### config.mk
export PLATFORM = sky130hd
export DESIGN_NAME = jh_msg_pad
export DESIGN_NICKNAME = d
export VERILOG_FILES = /design/src/rtl/jh_pkg.sv /design/src/rtl/jh_pad_merge.sv /design/src/rtl/jh_msg_pad.sv
export SDC_FILE = /design/constraint.sdc
export NUM_CORES = 1
export LEC_CHECK = 0
export CORE_MARGIN = 2
export CORE_UTILIZATION = 45
export DETAILED_ROUTE_END_ITERATION = 8
export GPL_ROUTABILITY_DRIVEN = 1
export PLACE_DENSITY = 0.71
export SLEW_MARGIN = 20
export SYNTH_ARGS = -nofsm -noshare
export SYNTH_HDL_FRONTEND = slang
export SYNTH_SLANG_ARGS = --single-unit
### constraint.sdc
create_clock -name clk -period 7.9 [get_ports clk]
set_input_delay 0.79 -clock clk [delete_from_list [all_inputs] [get_ports clk]]
set_output_delay 0.79 -clock clk [all_outputs]
set_load 0.02 [all_outputs]
### src/rtl/jh_pkg.sv
// Shared constants, state encodings and helpers for the JH message padder.
// Used by jh_msg_pad and jh_pad_merge.
package jh_pkg;

  localparam int JH_BLOCK_W = 512;
  localparam int JH_WORD_W  = 64;
  localparam int JH_LENF_W  = 128;
  localparam int JH_WORDS   = JH_BLOCK_W / JH_WORD_W;

  localparam logic [7:0] JH_PAD_BYTE = 8'h80;

  typedef enum logic [1:0] {
    FILL,
    EMIT,
    PADB,
    LENB
  } jh_state_e;

  // Which extra block, if any, follows the block currently in EMIT.
  typedef enum logic [1:0] {
    PEND_NONE,
    PEND_PADB,
    PEND_LENB
  } jh_pend_e;

  function automatic logic [JH_WORD_W-1:0] jh_bswap64(input logic [JH_WORD_W-1:0] i_w);
    logic [JH_WORD_W-1:0] r;
    r = '0;
    for (int k = 0; k < 8; k++) begin
      r[8*k +: 8] = i_w[JH_WORD_W-1-8*k -: 8];
    end
    return r;
  endfunction

endpackage

### src/rtl/jh_pad_merge.sv
// Combinational merge of one 64-bit message word into the 512-bit block buffer,
// inserting the 0x80 pad byte and zero fill when the word ends the message.
module jh_pad_merge
  import jh_pkg::*;
(
  input  logic [JH_BLOCK_W-1:0] i_buf,
  input  logic [JH_WORD_W-1:0]  i_word,
  input  logic [2:0]            i_widx,
  input  logic [3:0]            i_nbytes,
  input  logic                  i_last,
  output logic [JH_BLOCK_W-1:0] o_buf
);

  logic [6:0] w_base;
  logic [6:0] w_pos;

  assign w_base = {1'b0, i_widx, 3'b000};
  // i_nbytes is already clamped to 0..8 by the caller; a full word spans 8 bytes.
  assign w_pos  = w_base + (i_last ? {3'b000, i_nbytes} : 7'd8);

  always_comb begin
    o_buf = i_buf;
    for (int b = 0; b < 64; b++) begin
      if ((b[5:3] == i_widx) && (!i_last || ({1'b0, b[2:0]} < i_nbytes))) begin
        o_buf[JH_BLOCK_W-1-8*b -: 8] = i_word[JH_WORD_W-1-8*(b%8) -: 8];
      end else if (i_last && (7'(b) == w_pos)) begin
        o_buf[JH_BLOCK_W-1-8*b -: 8] = JH_PAD_BYTE;
      end else if (i_last && (7'(b) > w_pos)) begin
        o_buf[JH_BLOCK_W-1-8*b -: 8] = 8'h00;
      end
    end
  end

endmodule

### src/rtl/jh_msg_pad.sv
// JH message padder: packs 64-bit message words into 512-bit blocks and appends
// 0x80 / zero fill / 128-bit length. Define JH_MSG_PAD_BSWAP_EN for little-endian input words.
module jh_msg_pad
  import jh_pkg::*;
#(
  parameter int LEN_W = 64
) (
  input  logic                  clk,
  input  logic                  rst_n,
  input  logic [JH_WORD_W-1:0]  in_data,
  input  logic [3:0]            in_bytes,
  input  logic                  in_last,
  input  logic                  in_valid,
  output logic                  in_ready,
  output logic [JH_BLOCK_W-1:0] out_data,
  output logic                  out_last,
  output logic                  out_valid,
  input  logic                  out_ready
);

  jh_state_e             r_state;
  jh_pend_e              r_pend;
  logic [2:0]            r_widx;
  logic [LEN_W-1:0]      r_len;
  logic [JH_BLOCK_W-1:0] r_buf;

  jh_state_e             w_state_nxt;
  jh_pend_e              w_pend_nxt;
  logic [2:0]            w_widx_nxt;
  logic [LEN_W-1:0]      w_len_nxt;
  logic [JH_BLOCK_W-1:0] w_buf_nxt;

  logic [JH_WORD_W-1:0]  w_word;
  logic [3:0]            w_nbytes;
  logic [6:0]            w_padpos;
  logic [JH_BLOCK_W-1:0] w_merged;
  logic [JH_LENF_W-1:0]  w_len128;

`ifdef JH_MSG_PAD_BSWAP_EN
  assign w_word = jh_bswap64(in_data);
`else
  assign w_word = in_data;
`endif

  assign w_nbytes = (in_bytes > 4'd8) ? 4'd8 : in_bytes;
  assign w_padpos = {1'b0, r_widx, 3'b000} + {3'b000, w_nbytes};
  assign w_len128 = JH_LENF_W'(r_len);

  jh_pad_merge u_merge (
    .i_buf    (r_buf),
    .i_word   (w_word),
    .i_widx   (r_widx),
    .i_nbytes (w_nbytes),
    .i_last   (in_last),
    .o_buf    (w_merged)
  );

  always_ff @(posedge clk or negedge rst_n) begin
    if (!rst_n) begin
      r_state <= FILL;
      r_pend  <= PEND_NONE;
      r_widx  <= '0;
      r_len   <= '0;
      r_buf   <= '0;
    end else begin
      r_state <= w_state_nxt;
      r_pend  <= w_pend_nxt;
      r_widx  <= w_widx_nxt;
      r_len   <= w_len_nxt;
      r_buf   <= w_buf_nxt;
    end
  end

  always_comb begin
    w_state_nxt = r_state;
    w_pend_nxt  = r_pend;
    w_widx_nxt  = r_widx;
    w_len_nxt   = r_len;
    w_buf_nxt   = r_buf;
    case (r_state)
      FILL: begin
        if (in_valid) begin
          w_buf_nxt = w_merged;
          if (in_last) begin
            w_len_nxt  = r_len + LEN_W'({w_nbytes, 3'b000});
            w_widx_nxt = '0;
            // An empty tail at a block boundary needs only the 0x80+length block.
            if ((r_widx == 3'd0) && (w_nbytes == 4'd0)) begin
              w_buf_nxt   = r_buf;
              w_state_nxt = PADB;
              w_pend_nxt  = PEND_NONE;
            end else if (w_padpos < 7'd64) begin
              w_state_nxt = EMIT;
              w_pend_nxt  = PEND_LENB;
            end else begin
              w_state_nxt = EMIT;
              w_pend_nxt  = PEND_PADB;
            end
          end else begin
            w_len_nxt = r_len + LEN_W'(JH_WORD_W);
            if (r_widx == 3'(JH_WORDS - 1)) begin
              w_widx_nxt  = '0;
              w_state_nxt = EMIT;
              w_pend_nxt  = PEND_NONE;
            end else begin
              w_widx_nxt = r_widx + 3'd1;
            end
          end
        end
      end
      EMIT: begin
        if (out_ready) begin
          w_buf_nxt  = '0;
          w_widx_nxt = '0;
          w_pend_nxt = PEND_NONE;
          case (r_pend)
            PEND_PADB: w_state_nxt = PADB;
            PEND_LENB: w_state_nxt = LENB;
            default:   w_state_nxt = FILL;
          endcase
        end
      end
      PADB, LENB: begin
        if (out_ready) begin
          w_state_nxt = FILL;
          w_pend_nxt  = PEND_NONE;
          w_widx_nxt  = '0;
          w_len_nxt   = '0;
          w_buf_nxt   = '0;
        end
      end
      default: begin
        w_state_nxt = FILL;
        w_pend_nxt  = PEND_NONE;
      end
    endcase
  end

  assign in_ready  = (r_state == FILL);
  assign out_valid = (r_state != FILL);
  assign out_last  = (r_state == PADB) || (r_state == LENB);

  always_comb begin
    out_data = '0;
    case (r_state)
      EMIT:    out_data = r_buf;
      PADB:    out_data = {JH_PAD_BYTE, {(JH_BLOCK_W-JH_LENF_W-8){1'b0}}, w_len128};
      LENB:    out_data = {{(JH_BLOCK_W-JH_LENF_W){1'b0}}, w_len128};
      default: out_data = '0;
    endcase
  end

endmodule

=== Word level (Yosys, flattened, before mapping) ===
Cells that the tools add are included.

* Reductions and logical operators: 216
* Muxes and demuxes: 223
* Add/sub/neg operators: 5
* Equal/unequal tests: 82
* Order comparisons: 74

{| class="wikitable"
|+ Operators by type and width
! cell !! number
|-
| $mux W512 || 4
|-
| $mux W8 || 192
|-
| $pmux W512 S3 || 1
|-
| $pmux W512 S2 || 1
|-
| $eq A6 B7 Y1 const A || 32
|-
| $gt A6 B7 Y1 const A || 32
|-
| $logic_and A1 B1 Y1 || 193
|-
| $mux W64 || 3
|-
| $pmux W64 S2 || 1
|-
| $eq A5 B7 Y1 const A || 16
|-
| $gt A5 B7 Y1 const A || 16
|-
| $add A64 B7 Y64 || 1
|-
| $add A64 B7 Y64 const B || 1
|-
| $eq A4 B7 Y1 const A || 8
|-
| $gt A4 B7 Y1 const A || 8
|-
| $eq A3 B7 Y1 const A || 4
|-
| $gt A3 B7 Y1 const A || 4
|-
| $mux W2 || 11
|-
| $lt A3 B4 Y1 const A || 4
|-
| $eq A2 B7 Y1 const A || 2
|-
| $gt A1 B7 Y1 const A || 2
|-
| $gt A2 B7 Y1 const A || 2
|-
| $eq A3 B3 Y1 const A || 4
|-
| $mux W3 || 4
|-
| other kinds (33) || 54
|}

* Register bits: 583

=== Longest topological paths before layout ===
* Depth in word-level cells: 13
* Mapped depth: 16
* Depth with buffers taken out: 10

=== By module ===
From an unflattened synthesis, not the netlist that was laid out.

* Cell total of the unflattened synthesis: 3404
* Area total of the unflattened synthesis: 33313.2 µm²

{| class="wikitable"
|+ By module, submodules not included
! module !! instances !! sequential area each (µm²) !! area each (µm²) !! cells an instance
|-
| jh_msg_pad || 1 || 14513.9 || 25363.1 || 2161
|-
| jh_pad_merge || 1 || 0.0 || 7950.1 || 1243
|}

=== Worst setup path before layout ===
OpenSTA, ideal clock, no wires.

* Path kind: input-to-reg
* From: input port in_bytes[3]
* To: register r_buf[303]
* Slack: 3.487 ns
* Path buffers: 6
* Required time: 7.775 ns
* Stages on the path: 16
* Setup time: 0.125 ns
* Data arrival time: 4.289 ns
* Path through: clkbuf_1 > nor2b_1 > inv_1 > clkbuf_1 > clkbuf_1 > ha_1 > ha_1 > clkbuf_1 > a21boi_0 > a21o_1 > buf_2 > and2_1 > clkbuf_1 > o21ai_0 > a21oi_1 > mux2_2

* Word-level cells in the longest chain between the ends: 13
* Elaborated cells between the ends (all ways): 22

{| class="wikitable"
|+ RTL lines
! element !! line !! RTL
|-
| from (decl) || jh_msg_pad.sv:11 || <nowiki>input logic [3:0] in_bytes,</nowiki>
|-
| $gt A4 B4 Y1 || jh_msg_pad.sv:45 || <nowiki>assign w_nbytes = (in_bytes > 4'd8) ? 4'd8 : in_bytes;</nowiki>
|-
| $mux W4 (*) || jh_msg_pad.sv:45 ||
|-
| $mux W4 || jh_pad_merge.sv:19 || <nowiki>assign w_pos = w_base + (i_last ? {3'b000, i_nbytes} : 7'd8);</nowiki>
|-
| $add A6 B7 Y7 || jh_pad_merge.sv:19 ||
|-
| $gt A5 B7 Y1 || jh_pad_merge.sv:28 || <nowiki>end else if (i_last && (7'(b) > w_pos)) begin</nowiki>
|-
| $logic_and A1 B1 Y1 || jh_pad_merge.sv:28 ||
|-
| $mux W8 || jh_pad_merge.sv:28 ||
|-
| $mux W8 || jh_pad_merge.sv:26 || <nowiki>end else if (i_last && (7'(b) == w_pos)) begin</nowiki>
|-
| $mux W8 || jh_pad_merge.sv:24 || <nowiki>if ((b[5:3] == i_widx) && (!i_last || ({1'b0, b[2:0]} < i_nbytes))) begin</nowiki>
|-
| $mux W512 || jh_msg_pad.sv:88 || <nowiki>if ((r_widx == 3'd0) && (w_nbytes == 4'd0)) begin</nowiki>
|-
| $mux W512 || jh_msg_pad.sv:84 || <nowiki>if (in_last) begin</nowiki>
|-
| $mux W512 || jh_msg_pad.sv:82 || <nowiki>if (in_valid) begin</nowiki>
|-
| $pmux W512 S2 || jh_msg_pad.sv:80 || <nowiki>case (r_state)</nowiki>
|-
| to (signal assigned) || jh_msg_pad.sv:70 || <nowiki>r_buf <= w_buf_nxt;</nowiki>
|-
| to (decl) || jh_msg_pad.sv:25 || <nowiki>logic [JH_BLOCK_W-1:0] r_buf;</nowiki>
|}

Every way passes the cells marked *; elsewhere a longest branch is shown, timed or not. The select of a mux whose other input is x is not followed.
A chain may end at the register's enable or synchronous reset.

=== Final worst setup path ===
* From: register r_state[0]
* To: output port out_data[4]

* Word-level cells in the longest chain between the ends: 2
* Elaborated cells between the ends (all ways): 4

{| class="wikitable"
|+ RTL lines
! element !! line !! RTL
|-
| from (decl) || jh_msg_pad.sv:21 || <nowiki>jh_state_e r_state;</nowiki>
|-
| from (signal assigned) || jh_msg_pad.sv:66 || <nowiki>r_state <= w_state_nxt;</nowiki>
|-
| $eq A2 B2 Y1 / $eq A2 B1 Y1 (equally long branches) || jh_msg_pad.sv:145 || <nowiki>case (r_state)</nowiki>
|-
| $pmux W512 S3 (*) || jh_msg_pad.sv:145 ||
|-
| to (decl) || jh_msg_pad.sv:15 || <nowiki>output logic [JH_BLOCK_W-1:0] out_data,</nowiki>
|}

Every way passes the cells marked *; elsewhere a longest branch is shown, timed or not.

==> results.yml <==
final_layout:
  layout_common_cells: "clkdlybuf4s50_1, dfrtp_1, and3_1, a22o_1, nand2_1"
  nNetsFinal: 3601
  drive_above_1_share_pct: 5.62
  final_common_cell: "clkdlybuf4s50_1"
  n_fill_cell: 5573
  area_growth_pct: 28.1
global_route:
  grt.met3_usage_pct: 8.12
  grt_pass1_wl_um: 195000
  busiest_layer: "met2"
  grt_max_degree: 228
  grt_use_met1_pct: 53.3
  use_met2_pct: 60.2
  overflow: 0
  grt.total_usage_pct: 38.9
  antenna_found_initial: 6
  grt_pass1_vias: 28400
timing:
  max_slew_margin_pct: 21.0
  period_minus_slack_ps: 5710
  setup_viol: 0
  worst_hold_slack_ps: 181
  finalCritPeriodShare_pct: 72.3
  finalMaxSlewViolations: 0
  skew_ps: 19.3
  hold_viol: 0
  worst_slew_pin_slew_ps: 1190
  rsz0062_at_grt: "no"
  max_freq_mhz: 175
  final.setup.tns_ps: 0
floorplan:
  placementRows: 93
  die-area_um2: 67700
  initial_core_util_pct: 45.6
  die_h_um: 260
  ios: 588
  core_area_um2: 64700
  dieWidth_um: 260
setup_path:
  path_class: "reg -> out"
  start_kind: "flip-flop"
  arrival_ps: 4920
  end_kind: "output pin"
  critPathTopFamily: "buffers and inverters"
  cp_data_required_time_ps: 7110
  r2r_end: "r_len[59]"
  worstReg2RegStart: "r_state[1]"
  r2r_cells: 8
  cpPeakStageDelay_ps: 1050
  cpMaxStageDelayCell: "dfrtp_4"
  crit_fanout: 95
  r2r_slack_ps: 3390
  worst-path-buf-inv: 3
  crit_chain: "inv_1, nor2_2, buf_4, nand2_1, o21ai_0, clkdlybuf4s50_1"
synthesis:
  synth_edf_count: 0
  yosysTopAreaCellShare_pct: 49.2
  ys_seq_area_share_pct: 49.2
  netlist_area_um2: 29500
  syn_nets: 3189
  async_flop_share_pct: 100
  yosysTopAreaCell: "dfrtp_1"
  netlist_instances: 3101
  ys_types: 75
  synth_flop_cell: "dfrtp_1"
  ys_warn_count: 0
  yosys-top-cells-area: "dfrtp_1, and3_1, a22o_1"
  ys_ff_latch: 580
  syn_avg_cell_area_um2: 9.52
placed_design:
  dp_hpwl_um: 94900
  io_buffers: 587
  gp_congestion: 0.941
cts:
  clockBufferDepth: 3
  clkTransAtPathRegs_ps: 60
  ctsResizeCount: 0
  cts-htree-levels: 2
  cts_setup_buffers: 0
  cts_made_buffers: 60
  cts-hold-fix-buffers: 0
  cts_sinks: 580
  insertion_delay_ps: 630
  cts_tree: "done"
  ctsRootBufferMaster: "clkbuf_16"
power_and_ir_drop:
  power.density_nw_per_um2: 284
  vdd_drop_max_mv: 0.262
  leakage_uw: 0.0174
  p_total_uw: 10800
drt:
  via_count: 29300
  drt_wl_total_um: 135000
  first_pass_iters: 6
  wl_per_cell_um: 30.6
  drt_iter0_drc: 3636
  drc: 0
  viasPerCell: 6.63
  ant_nets: 0
min_path:
  min_path_type: "in -> async"
run:
  max_cap_violations: 0
status:
  outcome: "completed"
worst max path at each step:
stage,slack (ps),start,cells after the start,to
final,2190,r_state[0],6,out_data[4]
after global routing,2110,r_state[0],6,out_data[4]
after CTS,2360,r_state[0],6,out_data[4]
after detailed placement,2220,in_bytes[3],14,r_buf[439]
after global placement,2300,in_bytes[3],14,r_buf[432]
after floorplan,3490,in_bytes[3],16,r_buf[303]
worst reg2reg max path, stage by stage (launching register included):
cell     delay (ps)
dfrtp_4         810
buf_4           620
and2_1          240
buf_4           540
nor2_2          240
or4_4           740
or4_4           660
or4_1           410
a21oi_1         170
state kept, by name, summed over array words and instances (netlist names):
name,cells
r_state,2
r_pend,2
r_len,61
r_buf,512
r_widx,3
layer usage:
metal | up-vias | routed length (um)
li1 | 12300 | -
met1 | 14900 | 54000
met2 | 1829 | 61900
met3 | 279 | 13100
met4 | 4 | 5930
met5 | - | 25
cells by family (layout without fill, tap and decap cells):
| group | count (synthesis) | count (layout) | synth area share [%] |
|---|---|---|---|
| AOI/OAI and AO/OA | 837 | 837 | 21.4 |
| xor gates and xnor gates | 43 | 43 | 1.28 |
| adders and majority gates | 15 | 15 | 0.661 |
| buffers and inverters | 344 | 800 | 4.44 |
| DFF | 580 | 580 | 49.2 |
| muxes | 6 | 6 | 0.220 |
| other | 0 | 2 | 0 |
| and+or+nand+nor | 1276 | 1276 | 22.8 |
cell usage after synthesis (13+ instances only):
cell type  instances
dfrtp_1          580
and3_1           432
a22o_1           307
nand2_1          307
clkbuf_1         222
nor2_1           138
o21ai_0          128
nand3_1          115
nor3_1            82
a21oi_1           69
o31ai_1           66
o2bb2ai_1         62
and2_1            60
buf_1             58
inv_1             52
xnor2_1           30
a32o_1            28
nand4_1           27
o21ai_1           25
a21o_1            23
nor4_1            23
o22ai_1           23
o211ai_1          17
a22oi_1           16
nor2b_1           15
ha_1              14
or3_1             13
xor2_1            13
final cells by class:
cell class | instances | area (um^2) | area share [%]
Clock buffer | 89 | 1730 | 4.58
Timing Repair Buffer | 641 | 6350 | 16.8
Inverter | 53 | 209 | 0.552
Antenna cell | 2 | 5.00 | 0.0132
Tap cell | 855 | 1070 | 2.83
Sequential cell | 580 | 14500 | 38.4
Clock inverter | 17 | 153 | 0.403
Multi-Input combinational cell | 2177 | 13800 | 36.5
stage by stage:
| stage | util [%] | area, um^2 | setup slack [ps] | std cells |
|---|---|---|---|---|
| after floorplan | - | 29500 | 3490 | 3101 |
| after global placement | 55.4 | 35900 | 2300 | 4305 |
| final | 58.5 | 37800 | 2190 | 4414 |
| after CTS | 58.4 | 37800 | 2360 | 4411 |
| after detailed placement | 55.5 | 35900 | 2220 | 4305 |
| after global routing | 58.5 | 37800 | 2110 | 4413 |
report_power, final:
group / internal [uW] / switching, uW / total, uW
Combinational: 1100 / 3200 / 4300
Clock: 1570 / 1220 / 2800
Sequential: 3320 / 335 / 3660
No activity file was read; power rests on OpenSTA's default activity.
